## src/rtl/cpu_pkg.sv

```systemverilog
// Shared loader definitions: FSM state encoding and frame-layout constants.
package cpu_pkg;

  localparam int LDR_LEN_BYTES  = 2;
  localparam int LDR_WORD_BYTES = 4;

  typedef enum logic [2:0] {
    ST_IDLE,
    ST_LEN_HI,
    ST_LEN_LO,
    ST_DATA,
    ST_CHK,
    ST_DONE,
    ST_ERR
  } ldr_state_t;

  // Receive states: the loader accepts stream bytes and reports busy.
  function automatic logic is_rx_state(input ldr_state_t s);
    return (s == ST_LEN_HI) || (s == ST_LEN_LO) || (s == ST_DATA) || (s == ST_CHK);
  endfunction

endpackage

```

## src/rtl/prog_loader_if.sv

```systemverilog
// Byte-stream input and instruction-memory write port of the program loader.
// Stream handshake: a byte moves on a clock edge where in_valid && in_ready; in_byte is
// only meaningful while in_valid is high, and in_ready does not depend on in_valid.
interface prog_loader_if #(parameter int ADDR_W = 10);
  logic              in_valid;
  logic [7:0]        in_byte;
  logic              in_ready;
  logic              imem_we;
  logic [ADDR_W-1:0] imem_addr;
  logic [31:0]       imem_wdata;

  modport master (output in_valid, in_byte, input in_ready, imem_we, imem_addr, imem_wdata);
  modport slave  (input in_valid, in_byte, output in_ready, imem_we, imem_addr, imem_wdata);
endinterface

```

## src/rtl/byte_packer.sv

```systemverilog
// Packs big-endian stream bytes into 32-bit words; the word is presented combinationally
// together with its 4th byte so the caller can register it with one cycle of latency.
module byte_packer
  import cpu_pkg::*;
(
  input  logic        clk,
  input  logic        rst,
  input  logic        i_clear,
  input  logic        i_valid,
  input  logic [7:0]  i_byte,
  output logic [31:0] o_word,
  output logic        o_word_valid
);

  logic [1:0]  r_idx;
  // Only the first three bytes need storage; the fourth completes the word in place.
  logic [23:0] r_shift;

  always_ff @(posedge clk) begin
    if (!rst || i_clear) begin
      r_idx   <= '0;
      r_shift <= '0;
    end else if (i_valid) begin
      r_idx   <= r_idx + 2'd1;
      r_shift <= {r_shift[15:0], i_byte};
    end
  end

  assign o_word       = {r_shift, i_byte};
  assign o_word_valid = i_valid && (r_idx == 2'(LDR_WORD_BYTES - 1));

endmodule

```

## src/rtl/prog_loader.sv

```systemverilog
// Framed byte-stream program loader: writes packed words to imem from address 0 and
// releases the CPU from reset only after the payload checksum matches.
module prog_loader
  import cpu_pkg::*;
#(
  parameter int ADDR_W = 10
) (
  input  logic        clk,
  input  logic        rst,
  input  logic        start,
  prog_loader_if.slave bus,
  output logic        cpu_rst,
  output logic        busy,
  output logic        done,
  output logic        err,
  output ldr_state_t  o_dbg_state
);

  localparam int LEN_W = 8 * LDR_LEN_BYTES;
  localparam int CNT_W = ADDR_W + 1;
  localparam logic [LEN_W:0] DEPTH_L = (LEN_W + 1)'(2 ** ADDR_W);

  ldr_state_t        r_state, w_next;
  logic [LEN_W-1:0]  r_len;
  // One bit wider than the address so a full-depth program never wraps before CHK.
  logic [CNT_W-1:0]  r_word_cnt;
  logic [7:0]        r_chk;
  logic              r_we;
  logic [ADDR_W-1:0] r_addr;
  logic [31:0]       r_wdata;
  logic              r_cpu_rst, r_done, r_err;

  logic              w_rx, w_xfer, w_start_ok, w_pack_valid;
  logic              w_word_valid, w_last_word;
  logic [31:0]       w_word;
  logic [LEN_W-1:0]  w_len;
  logic [CNT_W-1:0]  w_cnt_inc;

  assign w_rx         = is_rx_state(r_state);
  assign w_xfer       = bus.in_valid && w_rx;
  assign w_start_ok   = start && !w_rx;
  assign w_pack_valid = w_xfer && (r_state == ST_DATA);
  assign w_len        = {r_len[LEN_W-1:8], bus.in_byte};
  assign w_cnt_inc    = r_word_cnt + 1'b1;
  assign w_last_word  = (LEN_W'(w_cnt_inc) == r_len);

  byte_packer u_packer (
    .clk          (clk),
    .rst          (rst),
    .i_clear      (w_start_ok),
    .i_valid      (w_pack_valid),
    .i_byte       (bus.in_byte),
    .o_word       (w_word),
    .o_word_valid (w_word_valid)
  );

  always_comb begin
    w_next = r_state;
    unique case (r_state)
      ST_IDLE, ST_DONE, ST_ERR: if (start) w_next = ST_LEN_HI;
      ST_LEN_HI: if (w_xfer) w_next = ST_LEN_LO;
      ST_LEN_LO: begin
        if (w_xfer) begin
          if (w_len == '0)                    w_next = ST_CHK;
          else if ({1'b0, w_len} > DEPTH_L)   w_next = ST_ERR;
          else                                w_next = ST_DATA;
        end
      end
      ST_DATA: if (w_word_valid && w_last_word) w_next = ST_CHK;
      ST_CHK: if (w_xfer) w_next = (bus.in_byte == r_chk) ? ST_DONE : ST_ERR;
      default: w_next = ST_IDLE;
    endcase
  end

  always_ff @(posedge clk) begin
    if (!rst) begin
      r_state    <= ST_IDLE;
      r_len      <= '0;
      r_word_cnt <= '0;
      r_chk      <= '0;
      r_we       <= 1'b0;
      r_addr     <= '0;
      r_wdata    <= '0;
      r_cpu_rst  <= 1'b1;
      r_done     <= 1'b0;
      r_err      <= 1'b0;
    end else begin
      r_state <= w_next;
      r_we    <= w_word_valid;
      if (w_start_ok) begin
        r_len      <= '0;
        r_word_cnt <= '0;
        r_chk      <= '0;
        r_cpu_rst  <= 1'b1;
        r_done     <= 1'b0;
        r_err      <= 1'b0;
      end
      if (w_xfer && (r_state == ST_LEN_HI)) r_len[LEN_W-1:8] <= bus.in_byte;
      if (w_xfer && (r_state == ST_LEN_LO)) r_len[7:0] <= bus.in_byte;
      if (w_pack_valid) r_chk <= r_chk ^ bus.in_byte;
      if (w_word_valid) begin
        r_addr     <= r_word_cnt[ADDR_W-1:0];
        r_wdata    <= w_word;
        r_word_cnt <= w_cnt_inc;
      end
      // Status flags change only on entry to a terminal state.
      if ((w_next == ST_DONE) && (r_state != ST_DONE)) begin
        r_done    <= 1'b1;
        r_cpu_rst <= 1'b0;
      end
      if ((w_next == ST_ERR) && (r_state != ST_ERR)) r_err <= 1'b1;
    end
  end

  assign bus.in_ready   = w_rx;
  assign bus.imem_we    = r_we;
  assign bus.imem_addr  = r_addr;
  assign bus.imem_wdata = r_wdata;
  assign busy           = w_rx;
  assign cpu_rst        = r_cpu_rst;
  assign done           = r_done;
  assign err            = r_err;
  assign o_dbg_state    = r_state;

endmodule

```

## src/flat_wrapper.sv

```systemverilog
// flat-port wrapper written by rule: the top's interface ports become plain ports
module prog_loader_flat import cpu_pkg::*;
#(
  parameter int ADDR_W = 10
)
  (clk, rst, start, cpu_rst, busy, done, err, o_dbg_state, bus_in_valid, bus_in_byte, bus_in_ready, bus_imem_we, bus_imem_addr, bus_imem_wdata);
  prog_loader_if #(.ADDR_W(ADDR_W)) bus_i ();
  input  logic clk;
  input  logic rst;
  input  logic start;
  output logic cpu_rst;
  output logic busy;
  output logic done;
  output logic err;
  output ldr_state_t o_dbg_state;
  input wire logic [$bits(bus_i.in_valid)-1:0] bus_in_valid;
  input wire logic [$bits(bus_i.in_byte)-1:0] bus_in_byte;
  output wire logic [$bits(bus_i.in_ready)-1:0] bus_in_ready;
  output wire logic [$bits(bus_i.imem_we)-1:0] bus_imem_we;
  output wire logic [$bits(bus_i.imem_addr)-1:0] bus_imem_addr;
  output wire logic [$bits(bus_i.imem_wdata)-1:0] bus_imem_wdata;
  assign bus_i.in_valid = bus_in_valid;
  assign bus_i.in_byte = bus_in_byte;
  assign bus_in_ready = bus_i.in_ready;
  assign bus_imem_we = bus_i.imem_we;
  assign bus_imem_addr = bus_i.imem_addr;
  assign bus_imem_wdata = bus_i.imem_wdata;
  prog_loader #(.ADDR_W(ADDR_W)) u_core (.clk(clk), .rst(rst), .start(start), .bus(bus_i), .cpu_rst(cpu_rst), .busy(busy), .done(done), .err(err), .o_dbg_state(o_dbg_state));
endmodule
```

## config.mk

```make
export PLATFORM = sky130hd
export DESIGN_NAME = prog_loader_flat
export DESIGN_NICKNAME = d
export VERILOG_FILES = /design/src/rtl/cpu_pkg.sv /design/src/rtl/prog_loader_if.sv /design/src/rtl/byte_packer.sv /design/src/rtl/prog_loader.sv /design/src/flat_wrapper.sv
export SDC_FILE = /design/constraint.sdc
export NUM_CORES = 1
export LEC_CHECK = 0
export CORE_ASPECT_RATIO = 1.1
export CORE_MARGIN = 10
export CORE_UTILIZATION = 58
export CTS_BUF_LIST = sky130_fd_sc_hd__clkbuf_8
export DETAILED_ROUTE_END_ITERATION = 8
export GPL_TIMING_DRIVEN = 0
export PLACE_DENSITY = 0.9
export SLEW_MARGIN = 30
export SYNTH_ARGS = -nofsm -noshare
export SYNTH_HDL_FRONTEND = slang
export SYNTH_HIERARCHICAL = 1
export SYNTH_SLANG_ARGS = --single-unit
```

## constraint.sdc

```tcl
create_clock -name clk -period 3.9 [get_ports clk]
set_clock_uncertainty 0.1 [all_clocks]
set_input_delay 0.78 -clock clk [delete_from_list [all_inputs] [get_ports clk]]
set_output_delay 0.78 -clock clk [all_outputs]
set_load 0.1 [all_outputs]
```

After elaboration in Yosys (flattened, before gate mapping):

Cells that the tools add are included.

* register bits: 110
* bits in latches: 0
* bits in writable memories: 0
* ROM bits: 0
* input port bits: 12
* output and inout bits: 51
* logic and storage cells: 75
* memories: 0

* add/subtract/negate cells: 2
* multipliers: 0
* divide/modulo/power cells: 0
* magnitude comparators: 1
* equal/unequal tests: 13
* shift-type cells: 0
* muxes and demuxes: 21
* bitwise operators: 1
* reduce and logical (&&, ||, !) cells: 24

Operators with widths (number)
* 2-to-1 mux 8 bit: 4
* 2-to-1 mux 11 bit: 2
* 2-to-1 mux 3 bit: 7
* == test 11 x 16 -> 1 bit: 1
* greater-than comparator 16 x 11 -> 1 bit, second input constant: 1
* logical NOT 16 bit: 1
* 2-to-1 mux 16 bit: 1
* == test 3 bit, second input constant: 5
* one-hot mux 3 bit (5 select lines): 1
* nonzero test 2 bit: 6
* adder 11 x 1 -> 11 bit, second input constant: 1
* logical AND 1 bit: 9
* == test 8 bit: 1
* bitwise XOR 8 bit: 1
* == test 3 x 2 -> 1 bit, second input constant: 2
* != test 3 bit, second input constant: 2
* 2-to-1 mux 1 bit: 5
* logical OR 1 bit: 4
* == test 3 x 1 -> 1 bit, second input constant: 1
* logical NOT 3 bit: 1
* OR reduction 3 bit: 1
* adder 2 x 1 -> 2 bit, second input constant: 1
* == test 2 bit, second input constant: 1
* logical NOT 1 bit: 2
* 2-to-1 mux 2 bit: 1

Logic depth before layout (Yosys ltp):

Gate-level depths: netlist of run 1.

* depth in word-level cells: 13
* depth in mapped cells: 13
* depth with buffers taken out: 9

Modules after synthesis:

Netlist of run 1, hierarchy kept.

By module, submodules not included
* prog_loader: times used 1, cells an instance 441, area an instance 4065.1 sq um, sequential area each 1681.6 sq um
* byte_packer: times used 1, cells an instance 95, area an instance 1047.3 sq um, sequential area each 520.5 sq um

Worst setup path before layout of run 1:

No wires, ideal clock.

* kind: register to register
* from: register u_core.r_state[0], in the netlist u_core/o_dbg_state[0]
* to: register u_core.r_state[1], in the netlist u_core/o_dbg_state[1]
* setup time: 0.134 ns
* arrival: 3.250 ns
* data required time: 3.666 ns
* slack: 0.416 ns
* stages on the path, launching flop included: 14
* buffers on the path: 4
* period minus slack after synthesis: 3.484 ns
* path through: dfxtp_1 buf_4 and2_1 nand2_2 clkinv_1 buf_6 buf_12 and2_1 buf_2 o2111ai_1 nor4bb_1 o2111ai_1 o31ai_2 a31oi_1

* word-level cells in the longest chain between the ends: 10
* elaborated cells between the ends (all ways): 20
* those cells by class: eq/ne: 6; mux: 5; reduce/logical: 9

Ends and longest elaborated chain
* start, declared: RTL line prog_loader.sv:23 `ldr_state_t r_state, w_next;`
* start signal, assigned: RTL line prog_loader.sv:88 `r_state <= w_next;`
* == test 3 x 1 -> 1 bit / == test 3 x 2 -> 1 bit (equally long branches): RTL line cpu_pkg.sv:19 `return (s == ST_LEN_HI) || (s == ST_LEN_LO) || (s == ST_DATA) || (s == ST_CHK);`
* logical OR 1 bit (3 in a row): RTL line cpu_pkg.sv:19
* logical AND 1 bit: RTL line prog_loader.sv:40 `assign w_xfer = bus.in_valid && w_rx;`
* logical AND 1 bit *: RTL line prog_loader.sv:42 `assign w_pack_valid = w_xfer && (r_state == ST_DATA);`
* net u_core.w_pack_valid: RTL line prog_loader.sv:33 `logic w_rx, w_xfer, w_start_ok, w_pack_valid;`
* logical AND 1 bit *: RTL line byte_packer.sv:30 `assign o_word_valid = i_valid && (r_idx == 2'(LDR_WORD_BYTES - 1));`
* net u_core.w_word_valid: RTL line prog_loader.sv:34 `logic w_word_valid, w_last_word;`
* logical AND 1 bit *: RTL line prog_loader.sv:69 `ST_DATA: if (w_word_valid && w_last_word) w_next = ST_CHK;`
* 2-to-1 mux 3 bit *: RTL line prog_loader.sv:69
* one-hot mux 3 bit (5 select lines) *: RTL line prog_loader.sv:59 `unique case (r_state)`

The timed path passes the listed nets; every way through them passes the cells marked *.
A chain may end at the register's enable or synchronous reset.

Worst setup path in the final report of run 1:

* from: input port bus_in_valid
* to: register u_core.r_state[0], in the netlist u_core/o_dbg_state[0]

* word-level cells in the longest chain between the ends: 6
* elaborated cells between the ends (all ways): 9
* those cells by class: mux: 5; reduce/logical: 4

Ends and longest elaborated chain
* start, declared: RTL line flat_wrapper.sv:16 `input wire logic [$bits(bus_i.in_valid)-1:0] bus_in_valid;`
* logical AND 1 bit: RTL line prog_loader.sv:40
* logical AND 1 bit: RTL line prog_loader.sv:42
* net u_core.w_pack_valid: RTL line prog_loader.sv:33
* logical AND 1 bit: RTL line byte_packer.sv:30
* net u_core.w_word_valid: RTL line prog_loader.sv:34
* logical AND 1 bit: RTL line prog_loader.sv:69
* 2-to-1 mux 3 bit: RTL line prog_loader.sv:69
* one-hot mux 3 bit (5 select lines): RTL line prog_loader.sv:59

The timed path passes the listed nets, and every way through them passes these cells.

==> results of run 1 <==
## sequential cells by signal, indices dropped and copies added, names as in the netlist
signal / flops
u_core/bus.imem_wdata: 32
u_core/u_packer/r_shift: 24
u_core/r_len: 16
u_core/r_word_cnt: 11
u_core/bus.imem_addr: 10
u_core/r_chk: 8
u_core/o_dbg_state: 3
u_core/u_packer/r_idx: 2
u_core/bus.imem_we: 1
u_core/cpu_rst: 1
u_core/done: 1
u_core/err: 1
## routing by layer
metal	vias to the layer above	track usage, %
met5	-	0
met3	24	5.163
met1	1933	21.65
met4	0	7.248
li1	1967	-
met2	177	31.84
## area by class of cell
class                      instances  area share, %
multi-input combinational        378          42.85
sequential                       110          36.13
timing repair buffer              64          10.43
buffer                            41          4.517
tap                              111          2.279
clock buffer                       9          2.032
clock inverter                     7          1.273
inverter                           7         0.4927
## Yosys cell counts (3+ instances only)
| cell type | instances | share of area (%) |
|---|---|---|
| nor3_1 | 5 | 0.49 |
| inv_1 | 5 | 0.37 |
| and3_1 | 7 | 0.86 |
| a31oi_1 | 3 | 0.37 |
| a21boi_0 | 24 | 3.5 |
| dfxtp_1 | 110 | 43 |
| xnor2_1 | 20 | 3.4 |
| xor2_1 | 7 | 1.2 |
| and2_1 | 11 | 1.3 |
| nand4_1 | 5 | 0.61 |
| o21ai_0 | 18 | 1.8 |
| buf_6 | 4 | 0.88 |
| nor2_1 | 44 | 3.2 |
| o21a_1 | 3 | 0.44 |
| buf_2 | 11 | 1.1 |
| nor2b_1 | 46 | 5.6 |
| buf_4 | 12 | 1.8 |
| mux2i_1 | 67 | 13 |
| nand3_1 | 26 | 2.5 |
| a21oi_1 | 6 | 0.59 |
| nand3b_1 | 9 | 1.3 |
| clkbuf_1 | 11 | 0.81 |
| nand2_1 | 39 | 2.9 |
## cell families (layout without fill, tap and decap cells)
| family | count (synthesis) | count (layout) | share of synthesized area (%) |
|---|---|---|---|
| AOI/OAI and AO/OA | 68 | 68 | 9.031 |
| DFF | 110 | 110 | 43.07 |
| adders and majority gates | 3 | 3 | 0.6852 |
| muxes | 67 | 67 | 13.12 |
| xor gates and xnor gates | 31 | 31 | 6.143 |
| buffers and inverters | 48 | 128 | 5.898 |
| and+or+nand+nor | 209 | 209 | 22.05 |
## critical path, delay by kind of cell
family          cells  cell delay (ps)
buf+inv             5             1290
simple gates        4              910
compound gates      4              830
## power groups by stage
stage | Sequential, mW | Combinational (mW) | Clock [mW]
after floorplan | 1.19 | 0.172 | 0
after global placement | 1.17 | 0.263 | 0
after detailed placement | 1.17 | 0.271 | 0
after CTS | 1.14 | 0.272 | 0.693
after global routing | 1.14 | 0.293 | 0.741
final | 1.14 | 0.276 | 0.688
## placed cells by master (no fill, tap or decap), types with 2 or more instances in the layout
master and count:
a21boi_0 24, a21oi_1 6, a31oi_1 3, and2_1 11
and3_1 7, buf_12 2, buf_2 11, buf_4 14
buf_6 4, clkbuf_1 11, clkbuf_8 9, clkdlybuf4s50_1 62
clkinv_8 2, clkinvlp_4 2, dfxtp_1 110, ha_1 2
inv_1 5, inv_6 2, mux2i_1 67, nand2_1 39
nand3_1 26, nand3b_1 9, nand4_1 5, nor2_1 44
nor2_2 2, nor2b_1 45, nor3_1 5, nor4_1 2
o2111ai_1 2, o21a_1 3, o21ai_0 18, o22ai_1 2
o31ai_1 2, xnor2_1 20, xnor2_2 2, xnor3_1 2
xor2_1 7
## what timing repair did
action                                 in CTS  in global routing
setup endpoints to repair                   0                  3
endpoints found under the hold margin       0                  0
hold buffers                                0                  0
resized for setup                           0                  2
buffers inserted                            0                  2
## final timing paths
check	startpoint	to	slack, ps	cells past startpoint
min reg2reg	u_core/r_len[15]	u_core/r_len[15]	380	2
max	bus_in_valid	u_core/o_dbg_state[0]	230	13
max reg2reg	u_core/o_dbg_state[0]	u_core/o_dbg_state[0]	700	13
min	u_core/r_len[15]	u_core/r_len[15]	380	2
## per-stage QoR
stage	total power [mW]	instance area (sq um)	worst slack [ps]	instances
after CTS	2.108	6073	63.18	725
after global routing	2.178	6095	14.53	727
after floorplan	1.360	5112	416.3	536
after global placement	1.430	5872	-277.6	709
after detailed placement	1.438	5872	-334.6	709
final	2.106	6095	226.5	727
==> summary.md, run 1 <==
| Metric | Value |
|---|---|
| Required time worst endpoint | a little over 4000 ps |
| Residual DRC | 0 |
| Switching power share of the total | approximately 30% |
| Net Switching | roughly 0.63 mW |
| H-tree depth | 3 |
| Nets@finish | between 600 and 700 |
| N_diodes | 0 |
| Max Cap Viol | 0 |
| Final setup fails | 0 |
| Critical path class | input pin to flop |
| Worst-path cell chain | clkdlybuf4s50_1 -> nor2b_2 -> nand2_2 -> clkinvlp_4 -> buf_6 -> buf_12 -> and2_1 -> buf_2 -> o2111ai_1 -> nor4bb_1 -> o2111ai_1 -> o31ai_2 -> a31oi_1 |
| Wirelength per Cell | 16.81 um |
| Setup TNS | 0 ps |
| WP data arrival | 3840 ps |
| Vias/cell | 5.641 |
| CTS sink cnt | 110 |
| Crit-path slowest cell | clkdlybuf4s50_1 |
| Met3 WL | 917 um |
| Largest net degree at the start of global routing | 22 |
| Max stage delay on crit path | between 500 and 600 ps |
| Skew-Pair Late Insertion Delay | between 300 and 400 ps |
| Routed WL | around 12 mm |
| CP Capture Type | flop |
| Drt first pass iters | 5 |
| Ys flop type | dfxtp_1 |
| Max Clock Freq | about 270 MHz |
| Area of the multi-input gates | roughly 2600 sq um |
| Vias | between 4000 and 5000 |
| First-pass GRT wire length | approximately 20 mm |
| Synthesized area | 5112 sq um |
| Die ar. | 12970 sq um |
| CTS buffer count | 9 |
| Area growth from synthesis to layout | 19.21% |
| Design internal power | between 1 and 1.5 mW |
| Combinational power share | between 10% and 20% |
| Initial antenna violation count | 0 |
| Fill count | around 620 |
| PD cells | roughly 350 nW/um^2 |
| Flop pwr share | between 50% and 60% |
| Leakage Power | 2.038 nW |
| Synth Warn # | 6 |
| Register area | approximately 2200 sq um |
| Slew Limit Fails | 0 |
| Avg Synthesized Cell Area | about 9.5 sq um |
| Net Count, Synth | 550 |
| Layout cells sized above 1 | ~11% |
| Post-synthesis sequential area ratio | 43.07% |
| Hold Fails Final Rpt | 0 |
| Root Buffer | clkbuf_8 |
| Vias in the first global route | around 4100 |
| Clock slew at reported path FFs | between 100 and 150 ps |
| RSZ-0062 raised after global routing | false |
| Status | finished, final reports clean |
| ANT nets after route | 0 |
| Global Route Usage Sum | a little under a fifth |
| Worst Tran Pin Value | a little under 1000 ps |
| Gr ovfl total | 0 |
| Post-synth EDFFs | 0 |
| Clock network power share | around 33% |
| Flops & latches, synth | 110 |
| # IOs | 63 |
| Starting Density | 60.18% |
| Worst hold slack | 383.0 ps |
| GPL Wtd Cong | slightly above 0.9 |
| Top layer reached by signal wires | met4 |
| Slew HR | 33.62% |
| Clock tree buffer depth | 2 |
| Max FO, Critical Path | 10 |
| Post-Syn Instances | approximately 540 |
| WL met1 | 4.926 mm |
| VDD IR max | between 0.0002 and 0.0003 V |
| Critical path's most frequent cell | o2111ai_1 |
| TritonCTS clock tree | yes |
| Period minus WS final | between 3000 and 4000 ps |
| Worst min-delay path class | flop to flop |
| PortBufs | 62 |
| DP Wirelength | between 8 and 9 mm |
| 1st-iter DRT viols | 230 |
| Core ar. | ~8500 sq um |
| Met2 wire len | around 6.1 mm |
| Final worst-path cycle share | 94.19% |
| Crit start category | input pin |
| Cell variety after synth | 57 |
| Die Ht | between 100 and 150 um |
| Die Wd | around 110 um |
| Layout Utilization | between 70 and 80% |
| Ys async rst share | 0% |
| Row Count | 35 |
Note: power is estimated with default switching activity, not from simulation.
==> inputs of run 2 (changes only) <==
--- a/config.mk
+++ b/config.mk
@@ -11,7 +11,7 @@
 export CTS_BUF_LIST = sky130_fd_sc_hd__clkbuf_8
 export DETAILED_ROUTE_END_ITERATION = 8
 export GPL_TIMING_DRIVEN = 0
-export PLACE_DENSITY = 0.9
+export PLACE_DENSITY = 0.93
 export SLEW_MARGIN = 30
 export SYNTH_ARGS = -nofsm -noshare
 export SYNTH_HDL_FRONTEND = slang
==> run 2 against run 1 <==
  * Sequential power about the same
  * Via count rose by 1.5%
  * Worst setup slack got worse by 36 ps
  * Maximum frequency fell by 0.96%
  * Clock power rose by 2%
  * Clock-buffer cell count unchanged
  * Routed wire length is 3.3% higher
  * Critical path type unchanged
  * Critical endpoint unchanged
  * Largest power group unchanged
==> summary.md, run 2 (synthesis results as in run 1) <==
| Metric | Value |
|---|---|
| Most common cell after layout, fill and taps aside | dfxtp_1 |
| Vias in the first global route | ~4200 |
| Crit start category | input pin |
| RSZ-0062 raised after global routing | false |
| Die Ht | ~120 um |
| Met1 usage | a little under a quarter |
| Layout Cell Area excl Fill | around 6100 sq um |
| Max reg flops | 32 |
| Largest net degree at the start of global routing | 23 |
| Most Crowded Layer GR | met2 |
| GPL Wtd Cong | just under 0.9 |
| Residual DRC | 0 |
| First-pass GRT wire length | about 21 mm |
| Routed WL | approximately 13 mm |
| Drt first pass iters | 7 |
| Slew Limit Fails | 0 |
| Post-CTS Hold Buffers | 0 |
| PD cells | roughly 350 nW/um^2 |
| FF-to-FF Start | u_core/o_dbg_state[0] |
| DP Area | slightly below 6000 sq um |
| Gr ovfl total | 0 |
| Die Wd | 109.5 um |
| Clock tree buffer depth | 2 |
| Die ar. | 12970 sq um |
| Core ar. | ~8500 sq um |
| Initial antenna violation count | 0 |
| # IOs | 63 |
| 1st-iter DRT viols | between 300 and 400 |
| Power Total | 2.122 mW |
| Starting Density | 60.18% |
| Row Count | 35 |
| Worst Tran Pin Value | ~1000 ps |
| Root Buffer | clkbuf_8 |
| Met2 GRT Util | around a third |
| DP Wirelength | 8.955 mm |
| Max Clock Freq | roughly 270 MHz |
| Net Switching | about 0.63 mW |
| Worst-path cell chain | clkdlybuf4s50_1 -> nor2b_4 -> nand2_2 -> clkinvlp_4 -> buf_6 -> buf_12 -> and2_1 -> buf_2 -> o2111ai_1 -> nor4bb_1 -> o2111ai_1 -> o31ai_2 -> a31oi_1 |
| CTS sink cnt | 110 |
| Leakage Power | 2.038 nW |
| Period minus WS final | about 3700 ps |
| Wirelength per Cell | about 17 um |
| Clock slew at reported path FFs | approximately 120 ps |
| Crit-path slowest cell | clkdlybuf4s50_1 |
| Max Cap Viol | 0 |
| Global Route Usage Sum | 19.35% |
| Vias/cell | approximately 5.7 |
| CTS buffer count | 9 |
| TritonCTS clock tree | yes |
| Critical path's most frequent cell | o2111ai_1 |
| N_diodes | 0 |
| Vias | around 4200 |
| WP data arrival | between 3000 and 4000 ps |
| Nets@finish | 623 |
| Clock network power share | around a third |
| Final worst-path cycle share | a little over nine tenths |
| Layout cells sized above 1 | about a tenth |
| Hold Fails Final Rpt | 0 |
| H-tree depth | 3 |
| Combinational power share | about an eighth |
| Flop pwr share | 53.8% |
| Critical path's top delay family | buffers and inverters |
| ANT nets after route | 0 |
| Final setup fails | 0 |
| Critical path class | input pin to flop |
| Met3 usage | 4.348% |
| Most frequent cells in the layout | 110 x dfxtp_1, 67 x mux2i_1, 62 x clkdlybuf4s50_1 |
| Skew-Pair Late Insertion Delay | approximately 380 ps |
| Switching power share of the total | 29.85% |
| Slew HR | roughly 32% |
| PortBufs | 62 |
| VDD IR max | around 0.00024 V |
| Hold Crit Start | u_core/r_len[12] |
| Design internal power | ~1.5 mW |
| Area growth from synthesis to layout | 19.09% |
| Max FO, Critical Path | 10 |
| Required time worst endpoint | 4060 ps |
| Max stage delay on crit path | between 500 and 600 ps |
| CP Capture Type | flop |
| Status | finished, final reports clean |
| Crit path from | bus_in_valid |
| Worst min-delay path class | flop to flop |
| Worst path bufs/invs | 5 |
[run 2: cell count changes in the layout (fill, tap and decap cells not counted)]
cell	before	now
buf_4	14	12
clkinv_8	2	1
clkinvlp_4	2	1
inv_12	0	1
inv_8	1	2
nor2b_2	1	0
nor2b_4	0	1
[run 2: worst paths after layout]
check	slack, ps	to	cells after the start
worst max-delay path	190	u_core/o_dbg_state[0]	13
worst min-delay path	390	u_core/r_len[12]	2
worst max register to register	610	u_core/o_dbg_state[0]	13
worst min register to register	390	u_core/r_len[12]	2
[run 2: routing by layer]
layer	vias up	part of all wire, %
met2	199	50
met4	0	1.8
li1	1963	-
met5	-	0
met1	1980	40
met3	22	8.4
[run 2: per-stage QoR]
step	setup TNS, ps	util (%)	instances	hold WS, ps	worst slack [ps]
3_3_place_gp	-1145	69.12	709	363.6	-285.8
5_1_grt	0	71.66	725	415.3	48.99
6_report	0	71.66	725	392.4	190.8
2_1_floorplan	0	-	536	354.2	416.3
3_5_place_dp	-1751	69.12	709	375.7	-336.4
4_1_cts	0	71.53	725	392.7	71.72
[run 2: what timing repair did]
item	in CTS	in global routing
resized for setup	0	3
buffers inserted	0	0
endpoints found under the setup margin	0	3
[run 2: worst min-delay path: stages, from the launching register on]
cell and delay, ps:
dfxtp_1 330, nand3_1 60, a21boi_0 70
[run 2: final cells by class]
class | count | area [sq um]
Sequential cell | 110 | 2202
Multi-Input combinational cell | 378 | 2616
Fill cell | 603 | 2407
Tap cell | 111 | 138.9
Clock inverter | 7 | 81.33
Inverter | 7 | 30.03
Buffer | 41 | 275.3
Clock buffer | 9 | 123.9
Timing Repair Buffer | 62 | 620.6
[run 2: power by group through the flow]
stage	registers (mW)	logic (mW)	clock network, mW
after floorplan	1.19	0.172	0
after global placement	1.17	0.262	0
after detailed placement	1.17	0.268	0
after CTS	1.14	0.270	0.711
after global routing	1.14	0.291	0.760
final	1.14	0.275	0.705
==> patch 1: new RTL, settings of run 1 <==
`ADDR_W` is set to 10 in 3 places; all go to 8.
--- a/src/rtl/prog_loader_if.sv
+++ b/src/rtl/prog_loader_if.sv
@@ -1,7 +1,7 @@
 // Byte-stream input and instruction-memory write port of the program loader.
 // Stream handshake: a byte moves on a clock edge where in_valid && in_ready; in_byte is
 // only meaningful while in_valid is high, and in_ready does not depend on in_valid.
-interface prog_loader_if #(parameter int ADDR_W = 10);
+interface prog_loader_if #(parameter int ADDR_W = 8);
   logic              in_valid;
   logic [7:0]        in_byte;
   logic              in_ready;
--- a/src/rtl/prog_loader.sv
+++ b/src/rtl/prog_loader.sv
@@ -3,7 +3,7 @@
 module prog_loader
   import cpu_pkg::*;
 #(
-  parameter int ADDR_W = 10
+  parameter int ADDR_W = 8
 ) (
   input  logic        clk,
   input  logic        rst,
--- a/src/flat_wrapper.sv
+++ b/src/flat_wrapper.sv
@@ -1,7 +1,7 @@
 // flat-port wrapper written by rule: the top's interface ports become plain ports
 module prog_loader_flat import cpu_pkg::*;
 #(
-  parameter int ADDR_W = 10
+  parameter int ADDR_W = 8
 )
   (clk, rst, start, cpu_rst, busy, done, err, o_dbg_state, bus_in_valid, bus_in_byte, bus_in_ready, bus_imem_we, bus_imem_addr, bus_imem_wdata);
   prog_loader_if #(.ADDR_W(ADDR_W)) bus_i ();
Interface: changed (resized bus_imem_addr); port bits go from 63 to 61. The function was not compared with the original's and may differ.
==> patch 1 against run 1 <==
Design area decreased by 5.6%. Count of clock-buffer cells in the layout unchanged. Routed wire length down 7.5%. Sequential cell count shrank 4. Setup slack better by 0.028 ns. Clock power hardly changed. Total power fell by 1.5%. Synthesized area fell by 6.2%. Sequential power decreased by 4%. Combinational power is 2% higher. Critical endpoint is now u_core/bus.imem_wdata[25]. Largest cell class unchanged.
==> patch 1: results (changes against run 1) <==
metric;value;unit;change
sequential element share of the synthesized area;0.443;;+0.0118
post-synthesis async set-or-reset flop share;0;;unchanged
Vias/cell;5.55;;-1.6%
GRT Overall Usage;0.186;;-0.00222
number of fillers in the final layout;622;;-0.32%
Leakage;0.00193;uW;-5.3%
leading cell types by count after synthesis;dfxtp_1 (106), mux2i_1 (65), nor2b_1 (47);;
post-synthesis compound-gate area fraction;0.0900;;-0.000277
Buffers, non-clock;100;;-4.8%
CTS Sinks;106;;-3.6%
YS warnings;6;;unchanged
number of cells after detailed placement;677;;-4.5%
critical path arrival;3.82;ns;-0.02 ns
multi-input combinational area share;0.418;;-0.0105
Multi-In Gates;359;;-5.0%
Final clock-cell share;0.0374;;+0.00437
wire length of the first global-routing pass;18.8;mm;-5.8%
mux cell area share after synthesis;0.138;;+0.00687
number of flip-flops in the largest register;32;;unchanged
area share of buffers outside the clock network;0.149;;about the same
number of DRC markers in iteration 0;202;;-12%
cell with the largest stage delay on the worst path;clkdlybuf4s50_1;;
fraction of layout cells with a size suffix above 1;0.106;;-0.00116
nets@finish;594;;-5.0%
wire length after detailed routing;11.3;mm;-7.5%
outcome;finished, final reports clean;;
wire length per cell after detailed routing;16.3;microns;-2.9%
largest net degree at the start of global routing;23;;+4.5%
register share of the cell area;0.369;;+0.00770
Detailed Place HPWL;8.20;mm;-4.8%
share of the synthesized area in the top cell type;0.443;;+0.0118
global placer's final weighted congestion;0.906;;-0.77%
Post-CTS Setup Inserts;0;;unchanged
top area cells in the synthesized netlist;dfxtp_1 (44%), mux2i_1 (14%), nor2b_1 (6.1%), a21boi_1 (3.8%), nor2_1 (3.4%);;
parity-gate share of the synthesized area counting xor and xnor cells;0.0457;;-0.0158
distinct cell type count of the synthesized netlist;47;;-18%
Syn Inst Count;509;;-5.0%
maximum vdd drop;0.000231;V;-15%
nonclk inv count;4;;-3
worst rel slew slack;0.340;;+0.00342
post-place setup slack;-0.267;ns;+0.0674 ns
adder and majority cell fraction of the synthesized area;0.00522;;-0.00163
Int Power;1450;uW;-2.2%
stage delay of the slowest cell on the critical path;0.52;ns;-0.02 ns
number of input and output port buffers inserted;60;;-3.2%
[patch 1: cell types whose count changed after synthesis, moves of 5 or more]
cell,before,now
a21boi_0,24,0
o21ai_1,0,15
a21boi_1,1,24
o21ai_0,18,8
and3_1,7,0
xor2_1,7,12
xnor2_1,20,13
[patch 1: cell families after synthesis]
logic type	after synthesis
simple gates	201
buf+inv	44
mux	66
flops	106
fa+ha+maj	2
xor+xnor	25
compound gates	65
[patch 1: per-layer routing]
metal | wire, microns | GRT usage
met4 | 226 | 0.0912
met2 | 5870 | 0.331
met1 | 4640 | 0.203
met5 | 0 | 0
met3 | 572 | 0.0420
[patch 1: stage by stage]
stage          power [uW]  hold slack, ns  area, sq um
2_1_floorplan        1330           0.346         4790
3_3_place_gp         1400           0.357         5530
3_5_place_dp         1400           0.362         5530
4_1_cts              2090           0.378         5750
5_1_grt              2160           0.405         5750
6_report             2070           0.379         5750
[patch 1: final timing paths]
check,startpoint,slack [ns],cells after the start,to
hold / removal,u_core/r_len[12],0.38,2,u_core/r_len[12]
setup / recovery,bus_in_valid,0.25,12,u_core/bus.imem_wdata[25]
setup reg to reg,u_core/o_dbg_state[2],0.87,11,u_core/bus.imem_wdata[25]
hold reg to reg,u_core/r_len[12],0.38,2,u_core/r_len[12]
[patch 1: power by group through the flow]
| stage | Combinational (uW) | Sequential (uW) | Clock (uW) |
|---|---|---|---|
| after floorplan | 178 | 1150 | 0 |
| after global placement | 271 | 1130 | 0 |
| after detailed placement | 277 | 1130 | 0 |
| after CTS | 279 | 1100 | 706 |
| after global routing | 299 | 1100 | 752 |
| final | 281 | 1100 | 690 |
[patch 1: what timing repair did]
item,CTS,global route
hold buffers,0,0
gates resized for setup,0,1
endpoints found under the setup margin,0,17
endpoints found under the hold margin,0,0
==> patch 2: new RTL, flow settings as in run 1 <==
Without the edit above. Register the output `err` once more, cleared by the reset; this adds one clock of latency there. The other outputs are not delayed to match.
--- a/src/rtl/prog_loader.sv
+++ b/src/rtl/prog_loader.sv
@@ -119,7 +119,13 @@
   assign busy           = w_rx;
   assign cpu_rst        = r_cpu_rst;
   assign done           = r_done;
-  assign err            = r_err;
+  always_ff @(posedge clk) begin
+    if (!rst) begin
+      err <= '0;
+    end else begin
+      err <= r_err;
+    end
+  end
   assign o_dbg_state    = r_state;
 
 endmodule
Function: changed (a bounded check fails within 4 cycles, from zero or initial values and one cycle with rst low).
==> patch 2 against run 1 <==
Maximum frequency up 2.6%. Routed wire length down 2.2%. First-iteration DRC count down 7.8%. Global-route usage down 0.33 points. Setup slack better by 0.093 ns. Design area down 0.82%. Clock power up 6.1%. Critical path depth up 2. Synthesized area down 0.59%. Sequential cell count up 1. Synthesized cell count down 1.1%. Non-clock buffer count unchanged. Total power up 3.8%. Critical endpoint is now u_core/r_err. Largest power group unchanged. Highest routed layer unchanged.
==> patch 2: results (changes against run 1) <==
metric;value;unit;change
outcome;finished, final reports clean;;
worst-case hold slack;0.368;ns;-0.0153 ns
worst reg2reg path startpoint;u_core/o_dbg_state[2];;
wire length of the first global-routing pass;19.4;mm;-3.1%
Leakage;0.00204;uW;about the same
distinct cell type count of the synthesized netlist;49;;-14%
endpoint of the most critical register-to-register path;u_core/r_err;;
sequential element share of the synthesized area;0.437;;+0.00648
critical hold path startpoint;u_core/r_err;;
post-synthesis compound-gate area fraction;0.0694;;-0.0209
wire length per cell after detailed routing;16.6;microns;-1.0%
leading cell types by count after synthesis;dfxtp_1 (111), mux2i_1 (70), nor2b_1 (55);;
crit-path leading delay family;simple AND/OR/NAND/NOR gates;;
Placed Instance Area;5830;sq um;-0.68%
First-pass DRT Iterations;4;;-1
stage delay of the slowest cell on the critical path;0.46;ns;-0.08 ns
maximum vdd drop;0.000272;V;+0.34%
cell with the largest stage delay on the worst path;or4_4;;
mean instance size in the synthesized netlist;9.59;sq um;+0.54%
number of fillers in the final layout;609;;-2.4%
number of input and output port buffers inserted;61;;-1.6%
worst rel slew slack;0.335;;-0.00109
register-to-register setup slack;0.32;ns;-0.38 ns
vias in the first global route;3887;;-5.2%
number of cells on the worst reg-to-reg path;15;;+2
global placer's final weighted congestion;0.866;;-5.1%
largest net degree at the start of global routing;20;;-9.1%
number of vias after detailed routing;3918;;-4.5%
-- patch 2: power by group --
part | switching (uW) | internal [uW]
Sequential | 13.2 | 1140
Clock | 405 | 325
Combinational | 190 | 108
-- patch 2: per-layer routing --
metal | up-vias | GRT usage | routed length (microns)
met5 | - | 0 | 0
met4 | 0 | 0.0643 | 231
met3 | 21 | 0.0359 | 604
met2 | 108 | 0.319 | 6160
met1 | 1874 | 0.220 | 4950
li1 | 1915 | - | -
-- patch 2: area by class of cell --
| class | instances | share of cell area |
|---|---|---|
| Multi-Input combinational cell | 371 | 0.420 |
| Sequential cell | 111 | 0.368 |
| Timing Repair Buffer | 61 | 0.101 |
| Buffer | 44 | 0.0511 |
| Tap cell | 111 | 0.0230 |
| Clock buffer | 10 | 0.0228 |
| Clock inverter | 6 | 0.0124 |
| Inverter | 4 | 0.00248 |
-- patch 2: how the worst max path moves through the flow --
stage | from | end | slack, ns | depth (start not counted)
finish | u_core/o_dbg_state[2] | u_core/r_err | 0.32 | 15
global route | u_core/o_dbg_state[2] | u_core/r_err | 0.09 | 15
CTS | u_core/o_dbg_state[2] | u_core/r_err | 0.38 | 15
detailed placement | bus_in_valid | u_core/r_err | 0.19 | 14
global placement | bus_in_valid | u_core/r_err | 0.23 | 14
floorplan | u_core/o_dbg_state[1] | u_core/r_err | 0.16 | 15
-- patch 2: stage by stage --
| step | worst slack, ns | power [uW] |
|---|---|---|
| after CTS | 0.377 | 2190 |
| after floorplan | 0.156 | 1400 |
| after global routing | 0.0873 | 2270 |
| after global placement | 0.228 | 1470 |
| after detailed placement | 0.195 | 1480 |
| final | 0.320 | 2190 |
